`src/rtl/syn_lb_arb_if.sv`:
```
// Shared local-bus (syn_lb) segment between the arbiter and the register decoder.
// The arbiter is the master; the decoder answers reads as the slave.
interface syn_lb_arb_if #(
    parameter int ADDR_W = 8,
    parameter int DATA_W = 32
);
    logic              lb_rd_en;
    logic              lb_wr_en;
    logic              lb_wr_valid;
    logic [ADDR_W-1:0] lb_addr;
    logic [DATA_W-1:0] lb_wr_data;
    logic              lb_rd_valid;
    logic [DATA_W-1:0] lb_rd_data;

    modport master (
        output lb_rd_en, lb_wr_en, lb_wr_valid, lb_addr, lb_wr_data,
        input  lb_rd_valid, lb_rd_data
    );

    modport slave (
        input  lb_rd_en, lb_wr_en, lb_wr_valid, lb_addr, lb_wr_data,
        output lb_rd_valid, lb_rd_data
    );
endinterface

```
`src/rtl/syn_lb_arb.sv`:
```
// Round-robin arbiter serialising single read/write transactions from NUM_REQ
// host requesters onto one syn_lb slave segment, with a read-response timeout.
module syn_lb_arb #(
    parameter int                NUM_REQ      = 4,
    parameter int                DATA_W       = 32,
    parameter int                ADDR_W       = 8,
    parameter int                TIMEOUT_CYC  = 64,
    parameter logic [DATA_W-1:0] TIMEOUT_DATA = DATA_W'(32'hDEAD_BEEF),
    localparam int               ID_W         = $clog2(NUM_REQ)
) (
    input  logic                       clk_ir,
    input  logic                       rst_il,
    input  logic [NUM_REQ-1:0]         req_rd_en,
    input  logic [NUM_REQ-1:0]         req_wr_en,
    input  logic [NUM_REQ*ADDR_W-1:0]  req_addr,
    input  logic [NUM_REQ*DATA_W-1:0]  req_wr_data,
    output logic [NUM_REQ-1:0]         req_ack,
    output logic [NUM_REQ-1:0]         rsp_rd_valid,
    output logic [DATA_W-1:0]          rsp_rd_data,
    output logic                       rd_timeout,
    output logic                       busy,
    output logic [ID_W-1:0]            gnt_id,
    syn_lb_arb_if.master               lb
);

    localparam int CNT_W = (TIMEOUT_CYC > 1) ? $clog2(TIMEOUT_CYC) : 1;

    typedef enum logic [1:0] {
        S_IDLE,
        S_ISSUE,
        S_WAIT_RD,
        S_RESP
    } state_t;

    state_t              state, state_n;
    logic [ID_W-1:0]     rr_ptr, rr_ptr_n;
    logic [CNT_W-1:0]    cnt, cnt_n;
    logic                win_wr, win_wr_n;
    logic [ID_W-1:0]     gnt_id_n;
    logic [ADDR_W-1:0]   addr_n;
    logic [DATA_W-1:0]   wdata_n;
    logic [DATA_W-1:0]   rdata_n;
    logic [NUM_REQ-1:0]  ack_n, rv_n;
    logic                to_n, rd_en_n, wr_en_n;

    logic [NUM_REQ-1:0]  pending;
    logic                grant_found;
    logic [ID_W-1:0]     grant_id;

    assign pending = req_rd_en | req_wr_en;

    // First pending requester strictly after the last winner, wrapping around.
    always_comb begin
        grant_found = 1'b0;
        grant_id    = '0;
        for (int off = 1; off <= NUM_REQ; off++) begin
            if (!grant_found && pending[(int'(rr_ptr) + off) % NUM_REQ]) begin
                grant_found = 1'b1;
                grant_id    = ID_W'((int'(rr_ptr) + off) % NUM_REQ);
            end
        end
    end

    // Every output is registered, so the comb block computes next-cycle values.
    always_comb begin
        // NOTE: every variable gets a default before the case so no path infers a latch.
        state_n  = state;
        rr_ptr_n = rr_ptr;
        cnt_n    = cnt;
        win_wr_n = win_wr;
        gnt_id_n = gnt_id;
        addr_n   = lb.lb_addr;
        wdata_n  = lb.lb_wr_data;
        rdata_n  = rsp_rd_data;
        ack_n    = '0;
        rv_n     = '0;
        to_n     = 1'b0;
        rd_en_n  = 1'b0;
        wr_en_n  = 1'b0;

        case (state)
            S_IDLE: begin
                if (grant_found) begin
                    state_n  = S_ISSUE;
                    rr_ptr_n = grant_id;
                    gnt_id_n = grant_id;
                    win_wr_n = req_wr_en[grant_id];
                    addr_n   = req_addr[int'(grant_id)*ADDR_W +: ADDR_W];
                    wdata_n  = req_wr_data[int'(grant_id)*DATA_W +: DATA_W];
                    wr_en_n  = req_wr_en[grant_id];
                    rd_en_n  = !req_wr_en[grant_id];
                    // A write completes on the bus strobe itself, so ack rides with it.
                    if (req_wr_en[grant_id]) ack_n = NUM_REQ'(1) << grant_id;
                end
            end

            S_ISSUE: begin
                if (win_wr) begin
                    state_n = S_IDLE;
                end else begin
                    state_n = S_WAIT_RD;
                    cnt_n   = '0;
                end
            end

            S_WAIT_RD: begin
                if (lb.lb_rd_valid) begin
                    state_n = S_RESP;
                    rdata_n = lb.lb_rd_data;
                    ack_n   = NUM_REQ'(1) << gnt_id;
                    rv_n    = NUM_REQ'(1) << gnt_id;
                end else if (cnt == CNT_W'(TIMEOUT_CYC - 1)) begin
                    state_n = S_RESP;
                    rdata_n = TIMEOUT_DATA;
                    ack_n   = NUM_REQ'(1) << gnt_id;
                    rv_n    = NUM_REQ'(1) << gnt_id;
                    to_n    = 1'b1;
                end else begin
                    cnt_n = cnt + 1'b1;
                end
            end

            S_RESP: begin
                state_n = S_IDLE;
            end

            default: begin
                state_n = S_IDLE;
            end
        endcase
    end

    always_ff @(posedge clk_ir or negedge rst_il) begin
        if (!rst_il) begin
            state          <= S_IDLE;
            rr_ptr         <= ID_W'(NUM_REQ - 1);
            cnt            <= '0;
            win_wr         <= 1'b0;
            gnt_id         <= '0;
            req_ack        <= '0;
            rsp_rd_valid   <= '0;
            rsp_rd_data    <= '0;
            rd_timeout     <= 1'b0;
            busy           <= 1'b0;
            lb.lb_rd_en    <= 1'b0;
            lb.lb_wr_en    <= 1'b0;
            lb.lb_wr_valid <= 1'b0;
            lb.lb_addr     <= '0;
            lb.lb_wr_data  <= '0;
        end else begin
            // NOTE: non-blocking assignments so all registers update from pre-edge values.
            state          <= state_n;
            rr_ptr         <= rr_ptr_n;
            cnt            <= cnt_n;
            win_wr         <= win_wr_n;
            gnt_id         <= gnt_id_n;
            req_ack        <= ack_n;
            rsp_rd_valid   <= rv_n;
            rsp_rd_data    <= rdata_n;
            rd_timeout     <= to_n;
            busy           <= (state_n != S_IDLE);
            lb.lb_rd_en    <= rd_en_n;
            lb.lb_wr_en    <= wr_en_n;
            lb.lb_wr_valid <= wr_en_n;
            lb.lb_addr     <= addr_n;
            lb.lb_wr_data  <= wdata_n;
        end
    end

endmodule
```
`src/flat_wrapper.sv`:
```
// flat-port wrapper written by rule: the top's interface ports become plain ports
module syn_lb_arb_flat 
#(
    parameter int                NUM_REQ      = 4,
    parameter int                DATA_W       = 32,
    parameter int                ADDR_W       = 8,
    parameter int                TIMEOUT_CYC  = 64,
    parameter logic [DATA_W-1:0] TIMEOUT_DATA = DATA_W'(32'hDEAD_BEEF),
    localparam int               ID_W         = $clog2(NUM_REQ)
)
  (clk_ir, rst_il, req_rd_en, req_wr_en, req_addr, req_wr_data, req_ack, rsp_rd_valid, rsp_rd_data, rd_timeout, busy, gnt_id, lb_lb_rd_en, lb_lb_wr_en, lb_lb_wr_valid, lb_lb_addr, lb_lb_wr_data, lb_lb_rd_valid, lb_lb_rd_data);
  syn_lb_arb_if #(.ADDR_W(ADDR_W), .DATA_W(DATA_W)) lb_i ();
  input  logic clk_ir;
  input  logic rst_il;
  input  logic [NUM_REQ-1:0] req_rd_en;
  input  logic [NUM_REQ-1:0] req_wr_en;
  input  logic [NUM_REQ*ADDR_W-1:0] req_addr;
  input  logic [NUM_REQ*DATA_W-1:0] req_wr_data;
  output logic [NUM_REQ-1:0] req_ack;
  output logic [NUM_REQ-1:0] rsp_rd_valid;
  output logic [DATA_W-1:0] rsp_rd_data;
  output logic rd_timeout;
  output logic busy;
  output logic [ID_W-1:0] gnt_id;
  output wire logic [$bits(lb_i.lb_rd_en)-1:0] lb_lb_rd_en;
  output wire logic [$bits(lb_i.lb_wr_en)-1:0] lb_lb_wr_en;
  output wire logic [$bits(lb_i.lb_wr_valid)-1:0] lb_lb_wr_valid;
  output wire logic [$bits(lb_i.lb_addr)-1:0] lb_lb_addr;
  output wire logic [$bits(lb_i.lb_wr_data)-1:0] lb_lb_wr_data;
  input wire logic [$bits(lb_i.lb_rd_valid)-1:0] lb_lb_rd_valid;
  input wire logic [$bits(lb_i.lb_rd_data)-1:0] lb_lb_rd_data;
  assign lb_lb_rd_en = lb_i.lb_rd_en;
  assign lb_lb_wr_en = lb_i.lb_wr_en;
  assign lb_lb_wr_valid = lb_i.lb_wr_valid;
  assign lb_lb_addr = lb_i.lb_addr;
  assign lb_lb_wr_data = lb_i.lb_wr_data;
  assign lb_i.lb_rd_valid = lb_lb_rd_valid;
  assign lb_i.lb_rd_data = lb_lb_rd_data;
  syn_lb_arb #(.NUM_REQ(NUM_REQ), .DATA_W(DATA_W), .ADDR_W(ADDR_W), .TIMEOUT_CYC(TIMEOUT_CYC), .TIMEOUT_DATA(TIMEOUT_DATA)) u_core (.clk_ir(clk_ir), .rst_il(rst_il), .req_rd_en(req_rd_en), .req_wr_en(req_wr_en), .req_addr(req_addr), .req_wr_data(req_wr_data), .req_ack(req_ack), .rsp_rd_valid(rsp_rd_valid), .rsp_rd_data(rsp_rd_data), .rd_timeout(rd_timeout), .busy(busy), .gnt_id(gnt_id), .lb(lb_i));
endmodule
```
`config.mk`:
```
export PLATFORM = sky130hd
export DESIGN_NAME = syn_lb_arb_flat
export DESIGN_NICKNAME = d
export VERILOG_FILES = /design/src/rtl/syn_lb_arb_if.sv /design/src/rtl/syn_lb_arb.sv /design/src/flat_wrapper.sv
export SDC_FILE = /design/constraint.sdc
export NUM_CORES = 1
export LEC_CHECK = 0
export BUFFER_PORTS_ARGS = -buffer_cell sky130_fd_sc_hd__buf_2
export CORE_AREA = 2 2 113 115
export CTS_BUF_LIST = sky130_fd_sc_hd__clkbuf_16
export DETAILED_ROUTE_END_ITERATION = 6
export DIE_AREA = 0 0 115 117
export GPL_ROUTABILITY_DRIVEN = 0
export GPL_TIMING_DRIVEN = 1
export PLACE_DENSITY = 0.75
export SLEW_MARGIN = 20
export SYNTH_ARGS = -nofsm -noshare
export SYNTH_HDL_FRONTEND = slang
export SYNTH_SLANG_ARGS = --single-unit
```
`constraint.sdc`:
```
create_clock -name clk_ir -period 2.1 [get_ports clk_ir]
set_input_delay 0.21 -clock clk_ir [delete_from_list [all_inputs] [get_ports clk_ir]]
set_output_delay 0.21 -clock clk_ir [all_outputs]
set_load 0.02 [all_outputs]
```
==> load_flow_metrics.sql, run 1 <==
INSERT INTO impl_metrics (metric_group, metric, value, unit) VALUES
('detailed_routing', 'routed.top_layer', 'met5', ''),
('finish', 'fraction_of_layout_instances_using_a_drive_strength_above_1', '47.1', '%'),
('clock_tree', 'worst_skew_pair.late_latency', '0.34', 'ns'),
('setup_path', 'worst_setup_path_end_kind', 'register', ''),
('finish', 'finalInstanceArea', '0.00680', 'mm2'),
('pwr', 'combinationalPowerShare', '54.4', '%'),
('floorplanning', 'core_area', '0.0123', 'mm2'),
('placement', 'detailed_place.area', '0.00641', 'mm2'),
('placement', 'port_buffers', '289', ''),
('clock_tree', 'clk_root_buffer_cell', 'clkbuf_16', ''),
('detailed_routing', 'drc', '0', ''),
('global_routing', 'globalRoute.totalOverflow', '0', ''),
('detailed_routing', 'drtPass1Iterations', '4', ''),
('setup_path', 'reg2reg_setup_slack', '0.11', 'ns'),
('setup_path', 'worstSetupPathType', 'register to register', ''),
('yosys', 'sequential_cell_area_fraction_in_the_yosys_report', '51.1', '%'),
('detailed_routing', 'wirelength', '15.2', 'mm'),
('floorplanning', 'die_height', '117', 'um'),
('yosys', 'synth-async-reset-ratio', '100', '%'),
('pwr', 'intPower', '6.12', 'mW'),
('sta', 'post_layout_minimum_cycle_time', '1.99', 'ns'),
('finish', 'area.growth.synth_to_final', '42.8', '%'),
('detailed_routing', 'routed_via_density', '5.37', ''),
('setup_path', 'crit_path_max_fanout', '20', ''),
('pwr', 'irDropWorstVdd', '533', 'uV'),
('sta', 'slack_of_the_critical_path', '0.110', 'ns'),
('sta', 'fin_skew', '0.0118', 'ns'),
('sta', 'timing.fmax', '502', 'MHz'),
('floorplanning', 'die-area', '0.0135', 'mm2'),
('setup_path', 'arr_time_crit_path', '2.19', 'ns'),
('hold_path', 'min_path_type', 'input port to register', ''),
('setup_path', 'worst-r2r-cell-count', '6', ''),
('global_routing', 'initial_antenna_violation_count', '3', ''),
('floorplanning', 'top_level_ports', '290', ''),
('sta', 'setup_violations_final', '0', ''),
('yosys', 'postSynth.topFlopCell', 'dfrtp_1', ''),
('global_routing', 'grt_util_all_layers', '21.0', '%'),
('pwr', 'switching_share', '43.2', '%'),
('detailed_routing', 'route.layer.met1.wl', '6.05', 'mm'),
('clock_tree', 'clockBufferDepth', '2', ''),
('clock_tree', 'cts_tree', 'built', ''),
('detailed_routing', 'routed-wl-met2', '7.96', 'mm'),
('sta', 'min_period_over_period', '94.8', '%'),
('hold_path', 'hold_path.startpoint', 'lb_lb_rd_data[2]', ''),
('pwr', 'total_power', '10.8', 'mW'),
('yosys', 'post_synthesis_instance_area', '0.00476', 'mm2'),
('detailed_routing', 'drt-wirelength-per-cell', '17.6', 'um'),
('floorplanning', 'horiz_die_dim', '115', 'um'),
('finish', 'nFillCells', '1057', ''),
('pwr', 'cellLeakagePower', '3.55', 'nW'),
('detailed_routing', 'met3RoutedLength', '832', 'um'),
('run_status', 'outcome', 'completed', ''),
('detailed_routing', 'drtAntennaViolNets', '0', ''),
('yosys', 'synth.avg_cell_area', '11.4', 'um2'),
('pwr', 'relative_contribution_of_sequential_cells_to_total_power', '30.0', '%'),
('detailed_routing', 'drt_first_iter_violations', '210', ''),
('pwr', 'power.clock.fraction', '15.6', '%'),
('sta', 'unrepaired_setup_endpoints_after_global_routing', 'false', ''),
('sta', 'headroom_to_the_max_slew_limit', '57.3', '%'),
('sta', 'fin_tns_setup', '0', 'ns'),
('setup_path', 'critical_path_launch_point_type', 'register', ''),
('sta', 'hold_slack', '0.0726', 'ns'),
('pwr', 'cellPowerDensity', '1590', 'mW/mm2'),
('sta', 'max_slew.worst_pin.slew', '0.636', 'ns'),
('clock_tree', 'cts_sink_cnt', '97', ''),
('yosys', 'netlist_instances', '418', ''),
('setup_path', 'crit-reg2reg-capture', 'u_core.lb.lb_addr[7]', ''),
('yosys', 'synth_edf_count', '0', ''),
('detailed_routing', 'route.vias.total', '4630', ''),
('global_routing', 'first_global_vias', '4603', ''),
('pwr', 'netsw', '4.67', 'mW');
-- synthesized netlist by cell type, drive strengths merged (3+ instances only) --
master   n  area (um2)
nor3     4        20.0
nand2b   3        18.8
o211ai   3        22.5
o21ai   10        50.0
a21o     3        22.5
inv      4        15.0
nor2    12        55.1
nand2   58         218
o221ai  42         368
dfrtp   95        2380
buf     19        97.6
nand3    4        20.0
mux2i   81         811
and2     3        18.8
a22o     8        70.1
clkbuf  11        41.3
or3      3        18.8
o22a    24         210
o21a     3        22.5
-- worst max-delay path: stages (launching register included) --
cell and delay, ns:
dfstp_2 0.60, o21a_1 0.21, a221oi_4 0.10, nor2_4 0.22, clkbuf_16 0.27, mux2i_2 0.30
o221ai_1 0.14
-- flip-flops by register name, summed over array words and instances (netlist names) --
| name | flops |
|---|---|
| u_core.lb.lb_wr_en | 1 |
| u_core.lb.lb_rd_en | 1 |
| u_core.rd_timeout | 1 |
| u_core.busy | 1 |
| u_core.gnt_id | 2 |
| u_core.lb.lb_wr_data | 32 |
| u_core.lb.lb_addr | 8 |
| u_core.rsp_rd_valid | 4 |
| u_core.state | 2 |
| u_core.win_wr | 1 |
| u_core.rr_ptr | 2 |
| u_core.rsp_rd_data | 32 |
| u_core.cnt | 6 |
| u_core.req_ack | 4 |
-- layout by cell type (no fill, tap or decap), types with 2 or more instances in the layout --
cell type  Yosys  routed
buf_2         18     288
dfrtp_1       95      95
mux2i_1       81      80
nand2_1       58      57
o221ai_1      42      42
o22a_1        24      24
buf_4          1      12
clkbuf_16      0      11
nor2_1        10      10
a22o_1         8       8
o21ai_0        7       7
nand3_1        4       4
nor3_1         4       4
inv_1          4       4
o21ai_1        3       3
or3_1          3       3
o21a_1         3       3
nand2b_1       3       3
o211ai_1       3       3
and2_1         3       3
a21o_1         3       3
inv_6          0       3
buf_12         0       3
diode_2        0       2
a31o_2         2       2
and3_1         2       2
a21oi_1        2       2
buf_6          0       2
dfstp_2        2       2
-- power by group through the flow --
| stage | Combinational [mW] | Sequential [mW] | Clock [mW] |
|---|---|---|---|
| final | 5.87 | 3.23 | 1.68 |
| after global routing | 6.32 | 3.33 | 1.82 |
| after CTS | 5.82 | 3.23 | 1.72 |
| after detailed placement | 5.68 | 3.24 | 0 |
| after global placement | 5.48 | 3.21 | 0 |
| after floorplan | 2.93 | 4.12 | 0 |
-- per-layer routing --
layer,vias up,GRT usage [%]
met2,198,38.1
li1,2166,-
met4,2,7.79
met5,-,0
met1,2238,24.6
met3,26,4.22
-- cell families after synthesis --
logic type	share of synthesized area, %
adders and majority gates	0.263
DFF	51.1
and+or+nand+nor	9.88
AOI/OAI and AO/OA	18.3
xor gates and xnor gates	0.184
buffers and inverters	3.23
muxes	17.0
-- how the worst max path moves through the flow --
stage / from / to
after global routing: u_core.rr_ptr[1] / u_core.lb.lb_addr[6]
after CTS: u_core.rr_ptr[1] / u_core.lb.lb_wr_data[25]
after global placement: u_core.rr_ptr[1] / u_core.lb.lb_addr[7]
after floorplan: u_core.rr_ptr[1] / u_core.lb.lb_addr[0]
final: u_core.rr_ptr[1] / u_core.lb.lb_addr[7]
after detailed placement: u_core.rr_ptr[0] / u_core.lb.lb_addr[7]
-- per-stage QoR --
| step | util [%] | instances |
|---|---|---|
| 2_1_floorplan | - | 418 |
| 3_3_place_gp | 52.1 | 841 |
| 3_5_place_dp | 52.1 | 841 |
| 4_1_cts | 54.9 | 858 |
| 5_1_grt | 55.2 | 862 |
| 6_report | 55.2 | 863 |
-- layout make-up --
cell class | instances | area [um2] | area share, %
Antenna cell | 2 | 5.00 | 0.0736
Clock buffer | 9 | 225 | 3.31
Clock inverter | 6 | 75.1 | 1.10
Inverter | 4 | 15.0 | 0.221
Multi-Input combinational cell | 287 | 2180 | 32.1
Sequential cell | 97 | 2430 | 35.8
Tap cell | 150 | 188 | 2.76
Timing Repair Buffer | 308 | 1670 | 24.6
-- what timing repair did --
item / CTS / global route
pin swaps: 0 / 1
hold buffers: 1 / 0
hold endpoints to repair: 29 / 0
buffers inserted: 0 / 1
resized for setup: 1 / 5
gates cloned: 1 / 2
setup endpoints to repair: 1 / 30
No activity file was read; power rests on OpenSTA's default activity.
==> inputs of run 2 (changes only) <==
CORE_AREA = not set   (was 2 2 113 115)
CORE_MARGIN = 2   (was not set)
CORE_UTILIZATION = 40   (was not set)
DIE_AREA = not set   (was 0 0 115 117)
PLACE_DENSITY = not set   (was 0.75)
PLACE_DENSITY_LB_ADDON = 0.12   (was not set)
==> load_flow_metrics.sql, run 2 (synthesis results as in run 1) <==
INSERT INTO impl_metrics (metric_group, metric, value, unit) VALUES
('run_status', 'failed_checks', 'DRC', ''),
('hold_path', 'min_path_type', 'input port to register', ''),
('hold_path', 'holdPathStages', '2', ''),
('pwr', 'relative_contribution_of_sequential_cells_to_total_power', '30.0', '%'),
('finish', 'finalInstanceArea', '0.00679', 'mm2'),
('setup_path', 'critical_path_launch_point_type', 'register', ''),
('detailed_routing', 'route.vias.total', '4493', ''),
('finish', 'fraction_of_layout_instances_using_a_drive_strength_above_1', '46.9', '%'),
('pwr', 'combinationalPowerShare', '52.9', '%'),
('sta', 'setup_violations_final', '0', ''),
('finish', 'n_antenna_cell', '0', ''),
('finish', 'seqCellArea', '0.00243', 'mm2'),
('sta', 'headroom_to_the_max_slew_limit', '56.7', '%'),
('placement', 'detailed_place.area', '0.00645', 'mm2'),
('finish', 'multi_input_comb_area', '0.00218', 'mm2'),
('detailed_routing', 'drc', '15', ''),
('placement', 'port_buffers', '289', ''),
('clock_tree', 'h-tree-depth', '3', ''),
('global_routing', 'maximum_number_of_pins_on_one_net_before_global_route_repair', '47', ''),
('placement', 'dp_hpwl', '10.8', 'mm'),
('sta', 'unrepaired_setup_endpoints_after_global_routing', 'false', ''),
('clock_tree', 'clockBufferDepth', '2', ''),
('finish', 'final_util', '59.0', '%'),
('floorplanning', 'die-area', '0.0128', 'mm2'),
('pwr', 'netsw', '4.53', 'mW'),
('detailed_routing', 'routed_via_density', '5.25', ''),
('sta', 'finalHoldViolations', '0', ''),
('floorplanning', 'die_height', '113', 'um'),
('global_routing', 'grt_util_all_layers', '21.6', '%'),
('setup_path', 'crit_path_max_fanout', '45', ''),
('setup_path', 'arr_time_crit_path', '2.17', 'ns'),
('finish', 'nFillCells', '1014', ''),
('finish', 'fin_cells', '855', ''),
('sta', 'timing.fmax', '510', 'MHz'),
('run_status', 'outcome', 'finished, violations left', ''),
('pwr', 'cellPowerDensity', '1580', 'mW/mm2'),
('finish', 'commonest_non_fill_non_tap_cell_in_the_layout', 'buf_2', ''),
('global_routing', 'first_global_vias', '4481', ''),
('pwr', 'intPower', '6.20', 'mW'),
('clock_tree', 'worst_skew_pair.late_latency', '0.35', 'ns'),
('finish', 'top_regs', 'u_core.lb.lb_wr_data x32, u_core.rsp_rd_data x32, u_core.lb.lb_addr x8', ''),
('detailed_routing', 'wirelength', '14.2', 'mm'),
('sta', 'max_slew.worst_pin.slew', '0.648', 'ns'),
('job', 'maxCapViolCount', '0', ''),
('sta', 'post_layout_minimum_cycle_time', '1.96', 'ns'),
('clock_tree', 'clk_pin_slew', '0.08', 'ns'),
('detailed_routing', 'drt_first_iter_violations', '261', ''),
('pwr', 'switching_share', '42.2', '%'),
('clock_tree', 'cts_sink_cnt', '97', ''),
('setup_path', 'cp.required', '2.31', 'ns'),
('finish', 'layout.nets', '911', ''),
('sta', 'fin_tns_setup', '0', 'ns'),
('detailed_routing', 'drt-wirelength-per-cell', '16.6', 'um'),
('detailed_routing', 'drtAntennaViolNets', '0', ''),
('sta', 'min_period_over_period', '93.3', '%'),
('floorplanning', 'horiz_die_dim', '113', 'um'),
('setup_path', 'worst-r2r-cell-count', '6', ''),
('placement', 'place.detailed.instances', '838', ''),
('sta', 'hold_slack', '0.0678', 'ns'),
('setup_path', 'worstSetupPathType', 'register to register', ''),
('global_routing', 'initial_antenna_violation_count', '0', ''),
('pwr', 'total_power', '10.7', 'mW'),
('placement', 'pre_cts_slack', '0.153', 'ns'),
('floorplanning', 'top_level_ports', '290', ''),
('clock_tree', 'cts_tree', 'built', ''),
('global_routing', 'globalRoute.totalOverflow', '0', ''),
('sta', 'final-max-slew-violation-count', '0', ''),
('clock_tree', 'clk_root_buffer_cell', 'clkbuf_16', ''),
('pwr', 'cellLeakagePower', '3.56', 'nW'),
('finish', 'area.growth.synth_to_final', '42.7', '%'),
('finish', 'layout_common_cells', '288 x buf_2, 95 x dfrtp_1, 81 x mux2i_1, 57 x nand2_1, 42 x o221ai_1', ''),
('floorplanning', 'initial_core_utilization', '41.3', '%'),
('sta', 'slack_of_the_critical_path', '0.140', 'ns'),
('detailed_routing', 'drtPass1Iterations', '7', ''),
('floorplanning', 'rows', '39', ''),
('global_routing', 'wire_length_of_the_first_global_routing_pass', '21.9', 'mm'),
('setup_path', 'worst_setup_path_end_kind', 'register', ''),
('sta', 'fin_skew', '0.00983', 'ns'),
('pwr', 'irDropWorstVdd', '687', 'uV'),
('clock_tree', 'post_cts_resized', '0', ''),
('floorplanning', 'core_area', '0.0115', 'mm2'),
('clock_tree', 'cts-buffers-inserted', '9', ''),
('pwr', 'power.clock.fraction', '17.1', '%');
==> run 2: final timing paths <==
kind | slack (ns) | startpoint | to
setup / recovery | 0.14 | u_core.rr_ptr[1] | u_core.lb.lb_wr_data[17]
hold / removal | 0.07 | lb_lb_rd_data[2] | u_core.rsp_rd_data[2]
setup reg to reg | 0.14 | u_core.rr_ptr[1] | u_core.lb.lb_wr_data[17]
hold reg to reg | 0.48 | u_core.lb.lb_wr_data[15] | u_core.lb.lb_wr_data[15]
max in group asynchronous | 1.09 | rst_il | u_core.lb.lb_wr_data[10]
min in group asynchronous | 0.29 | rst_il | u_core.cnt[4]
==> run 2: critical path, stage by stage (launching register included) <==
cell and delay, ns:
dfstp_2 0.60, o21ai_1 0.17, a221oi_4 0.40, nor2_4 0.09, buf_12 0.22, mux2i_1 0.19
o221ai_1 0.14
==> run 2: final cells by class <==
cell class              count  share of cell area [%]
well taps                 143                    2.63
multi-input cells         287                    32.1
clock inverters             7                    1.58
inverters                   4                   0.221
clock buffers               9                    3.32
repair buffers            308                    24.4
flip-flops and latches     97                    35.8
==> run 2: metal layers <==
layer / GRT usage, % / routed length, um / vias up
met3: 4.34 / 1020 / 14
met2: 38.4 / 7320 / 174
met4: 7.07 / 200 / 0
li1: - / - / 2165
met1: 26.3 / 5640 / 2140
met5: 0 / 0 / -
==> run 2: power by group through the flow <==
stage          Sequential, mW  Combinational (mW)  Clock [mW]
2_1_floorplan            4.12                2.93           0
3_3_place_gp             3.22                5.62           0
3_5_place_dp             3.23                5.75           0
4_1_cts                  3.21                5.75        1.89
5_1_grt                  3.31                6.12        1.97
6_report                 3.21                5.68        1.84
==> run 2: repair_timing <==
action,in CTS,in global routing
endpoints found under the hold margin,15,0
buffers inserted,0,0
hold buffers,1,0
==> inputs of run 3 (changes only) <==
==> constraint.sdc (replaced) <==
create_clock -name clk_ir -period 2.1 [get_ports clk_ir]
set_input_delay 0.525 -clock clk_ir [delete_from_list [all_inputs] [get_ports clk_ir]]
set_output_delay 0.525 -clock clk_ir [all_outputs]
set_load 0.02 [all_outputs]
==> load_flow_metrics.sql, run 3 (synthesis results as in run 1) <==
INSERT INTO impl_metrics (metric_group, metric, value, unit) VALUES
('finish', 'n_antenna_cell', '0', ''),
('setup_path', 'critPathBufInv', '3', ''),
('detailed_routing', 'routed.top_layer', 'met4', ''),
('setup_path', 'worst_setup_path_end_kind', 'register', ''),
('setup_path', 'slowest_delay', '0.59', 'ns'),
('clock_tree', 'cts_sink_cnt', '97', ''),
('detailed_routing', 'drtAntennaViolNets', '0', ''),
('detailed_routing', 'route.layer.met1.wl', '5.76', 'mm'),
('placement', 'port_buffers', '289', ''),
('sta', 'min_period_over_period', '95.3', '%'),
('sta', 'timing.fmax', '500', 'MHz'),
('hold_path', 'min_path_type', 'input port to register', ''),
('setup_path', 'cpLargestDelayFamily', 'flip-flops', ''),
('sta', 'fin_skew', '0.00948', 'ns'),
('setup_path', 'worstSetupPathType', 'register to register', ''),
('sta', 'post_layout_minimum_cycle_time', '2.00', 'ns'),
('setup_path', 'crit_path_max_fanout', '7', ''),
('pwr', 'total_power', '10.9', 'mW'),
('clock_tree', 'clk_pin_slew', '0.08', 'ns'),
('finish', 'layout_common_cells', '288 x buf_2, 95 x dfrtp_1, 77 x mux2i_1, 57 x nand2_1, 40 x o221ai_1', ''),
('floorplanning', 'horiz_die_dim', '113', 'um'),
('pwr', 'cellPowerDensity', '1570', 'mW/mm2'),
('placement', 'detailed_place.area', '0.00656', 'mm2'),
('sta', 'unrepaired_setup_endpoints_after_global_routing', 'false', ''),
('detailed_routing', 'routed_via_density', '5.28', ''),
('finish', 'seqCellArea', '0.00243', 'mm2'),
('global_routing', 'wire_length_of_the_first_global_routing_pass', '22.6', 'mm'),
('global_routing', 'initial_antenna_violation_count', '0', ''),
('sta', 'max_slew.worst_pin.slew', '0.724', 'ns'),
('clock_tree', 'clk_root_buffer_cell', 'clkbuf_16', ''),
('detailed_routing', 'drtPass1Iterations', '7', ''),
('pwr', 'irDropWorstVdd', '730', 'uV'),
('finish', 'multi_input_comb_area', '0.00221', 'mm2'),
('floorplanning', 'die_height', '113', 'um'),
('finish', 'nFillCells', '1006', ''),
('job', 'maxCapViolCount', '0', ''),
('detailed_routing', 'route.vias.total', '4611', ''),
('sta', 'final-max-slew-violation-count', '0', ''),
('pwr', 'netsw', '4.66', 'mW'),
('pwr', 'cellLeakagePower', '3.64', 'nW'),
('sta', 'headroom_to_the_max_slew_limit', '51.4', '%'),
('placement', 'dp_hpwl', '10.8', 'mm'),
('run_status', 'outcome', 'finished, violations left', ''),
('detailed_routing', 'drt_first_iter_violations', '275', ''),
('finish', 'commonest_non_fill_non_tap_cell_in_the_layout', 'buf_2', ''),
('placement', 'pre_cts_slack', '-0.214', 'ns'),
('pwr', 'combinationalPowerShare', '56.0', '%'),
('pwr', 'switching_share', '42.6', '%'),
('floorplanning', 'die-area', '0.0128', 'mm2'),
('clock_tree', 'cts_tree', 'built', ''),
('global_routing', 'grt_util_all_layers', '22.2', '%'),
('setup_path', 'cp.required', '2.32', 'ns'),
('detailed_routing', 'drc', '14', ''),
('floorplanning', 'initial_core_utilization', '41.3', '%'),
('sta', 'setup_violations_final', '0', ''),
('clock_tree', 'clockBufferDepth', '2', ''),
('setup_path', 'crit_path_top_delay_cell', 'dfstp_2', ''),
('floorplanning', 'rows', '39', ''),
('setup_path', 'critical_path_launch_point_type', 'register', ''),
('pwr', 'relative_contribution_of_sequential_cells_to_total_power', '29.3', '%'),
('clock_tree', 'h-tree-depth', '3', ''),
('detailed_routing', 'drt-wirelength-per-cell', '16.5', 'um'),
('global_routing', 'maximum_number_of_pins_on_one_net_before_global_route_repair', '58', ''),
('detailed_routing', 'routed-wl-met2', '7.35', 'mm'),
('floorplanning', 'top_level_ports', '290', ''),
('finish', 'area.growth.synth_to_final', '46.4', '%'),
('clock_tree', 'worst_skew_pair.late_latency', '0.35', 'ns'),
('run_status', 'failed_checks', 'DRC', ''),
('floorplanning', 'core_area', '0.0115', 'mm2'),
('detailed_routing', 'met3RoutedLength', '1.01', 'mm'),
('finish', 'layout.nets', '929', ''),
('finish', 'finalInstanceArea', '0.00697', 'mm2'),
('sta', 'finalHoldViolations', '0', ''),
('setup_path', 'arr_time_crit_path', '2.22', 'ns'),
('sta', 'slack_of_the_critical_path', '0.0996', 'ns'),
('sta', 'hold_slack', '0.380', 'ns'),
('finish', 'top_regs', 'u_core.lb.lb_wr_data x32, u_core.rsp_rd_data x32, u_core.lb.lb_addr x8', ''),
('clock_tree', 'cts-buffers-inserted', '9', ''),
('pwr', 'power.clock.fraction', '14.7', '%'),
('global_routing', 'globalRoute.totalOverflow', '0', ''),
('pwr', 'intPower', '6.28', 'mW'),
('finish', 'fraction_of_layout_instances_using_a_drive_strength_above_1', '49.0', '%'),
('detailed_routing', 'wirelength', '14.4', 'mm'),
('setup_path', 'cp_common_cell', 'buf_4', ''),
('setup_path', 'worstPathCellList', 'o21ai_1, buf_4, a221oi_4, nor2_4, buf_4, buf_4, mux2i_1, o221ai_1', ''),
('global_routing', 'first_global_vias', '4756', '');
==> run 3: through the flow <==
| step | instances | utilization [%] | TNS [ns] |
|---|---|---|---|
| after global routing | 873 | 60.5 | 0 |
| after floorplan | 418 | - | 0 |
| after global placement | 849 | 56.9 | -4.48 |
| after detailed placement | 849 | 56.9 | -5.39 |
| final | 873 | 60.5 | 0 |
| after CTS | 871 | 59.9 | 0 |
==> run 3: path summary, 6_finish.rpt <==
path	start	end	slack, ns	cells after the start
worst max-delay path	u_core.rr_ptr[1]	u_core.lb.lb_wr_data[9]	0.1	8
worst min-delay path	lb_lb_rd_data[21]	u_core.rsp_rd_data[21]	0.38	2
worst max register to register	u_core.rr_ptr[1]	u_core.lb.lb_wr_data[9]	0.1	8
worst min register to register	u_core.lb.lb_wr_data[2]	u_core.lb.lb_wr_data[2]	0.48	2
max in group asynchronous	rst_il	u_core.rr_ptr[0]	1.06	3
min in group asynchronous	rst_il	u_core.rsp_rd_data[24]	0.52	2
==> run 3: cell type report <==
cell class / instances / area share [%]
multi-input combinational: 287 / 31.8
clock buffer: 9 / 3.23
sequential: 97 / 34.9
timing repair buffer: 326 / 26.4
inverter: 4 / 0.215
tap: 143 / 2.57
clock inverter: 7 / 0.934
==> run 3: repair_timing <==
action | 4_1_cts | 5_1_grt
buffers inserted | 5 | 1
gates cloned | 0 | 1
pin swaps | 1 | 6
setup endpoints to repair | 28 | 35
hold buffers | 1 | 0
endpoints found under the hold margin | 1 | 0
gates resized for setup | 0 | 8
==> run 3: metal layers <==
metal,track usage (%),vias up
met1,26.3,2203
met3,4.82,21
met5,0,-
met4,8.86,0
met2,39.3,180
li1,-,2207
==> run 3: power by group through the flow <==
stage               registers [mW]  clock network [mW]  logic (mW)
floorplan                     4.12                   0        2.93
global placement              3.21                   0        5.79
detailed placement            3.23                   0        5.92
CTS                           3.20                1.65        6.02
global route                  3.31                1.73        6.59
finish                        3.21                1.60        6.13
==> run 3: worst reg2reg max path: cells and delay by family (launching register included) <==
| kind | cells | cell delay (ns) |
|---|---|---|
| compound gates | 3 | 0.51 |
| simple gates | 1 | 0.08 |
| buf+inv | 3 | 0.50 |
| mux | 1 | 0.19 |
| flops | 1 | 0.59 |
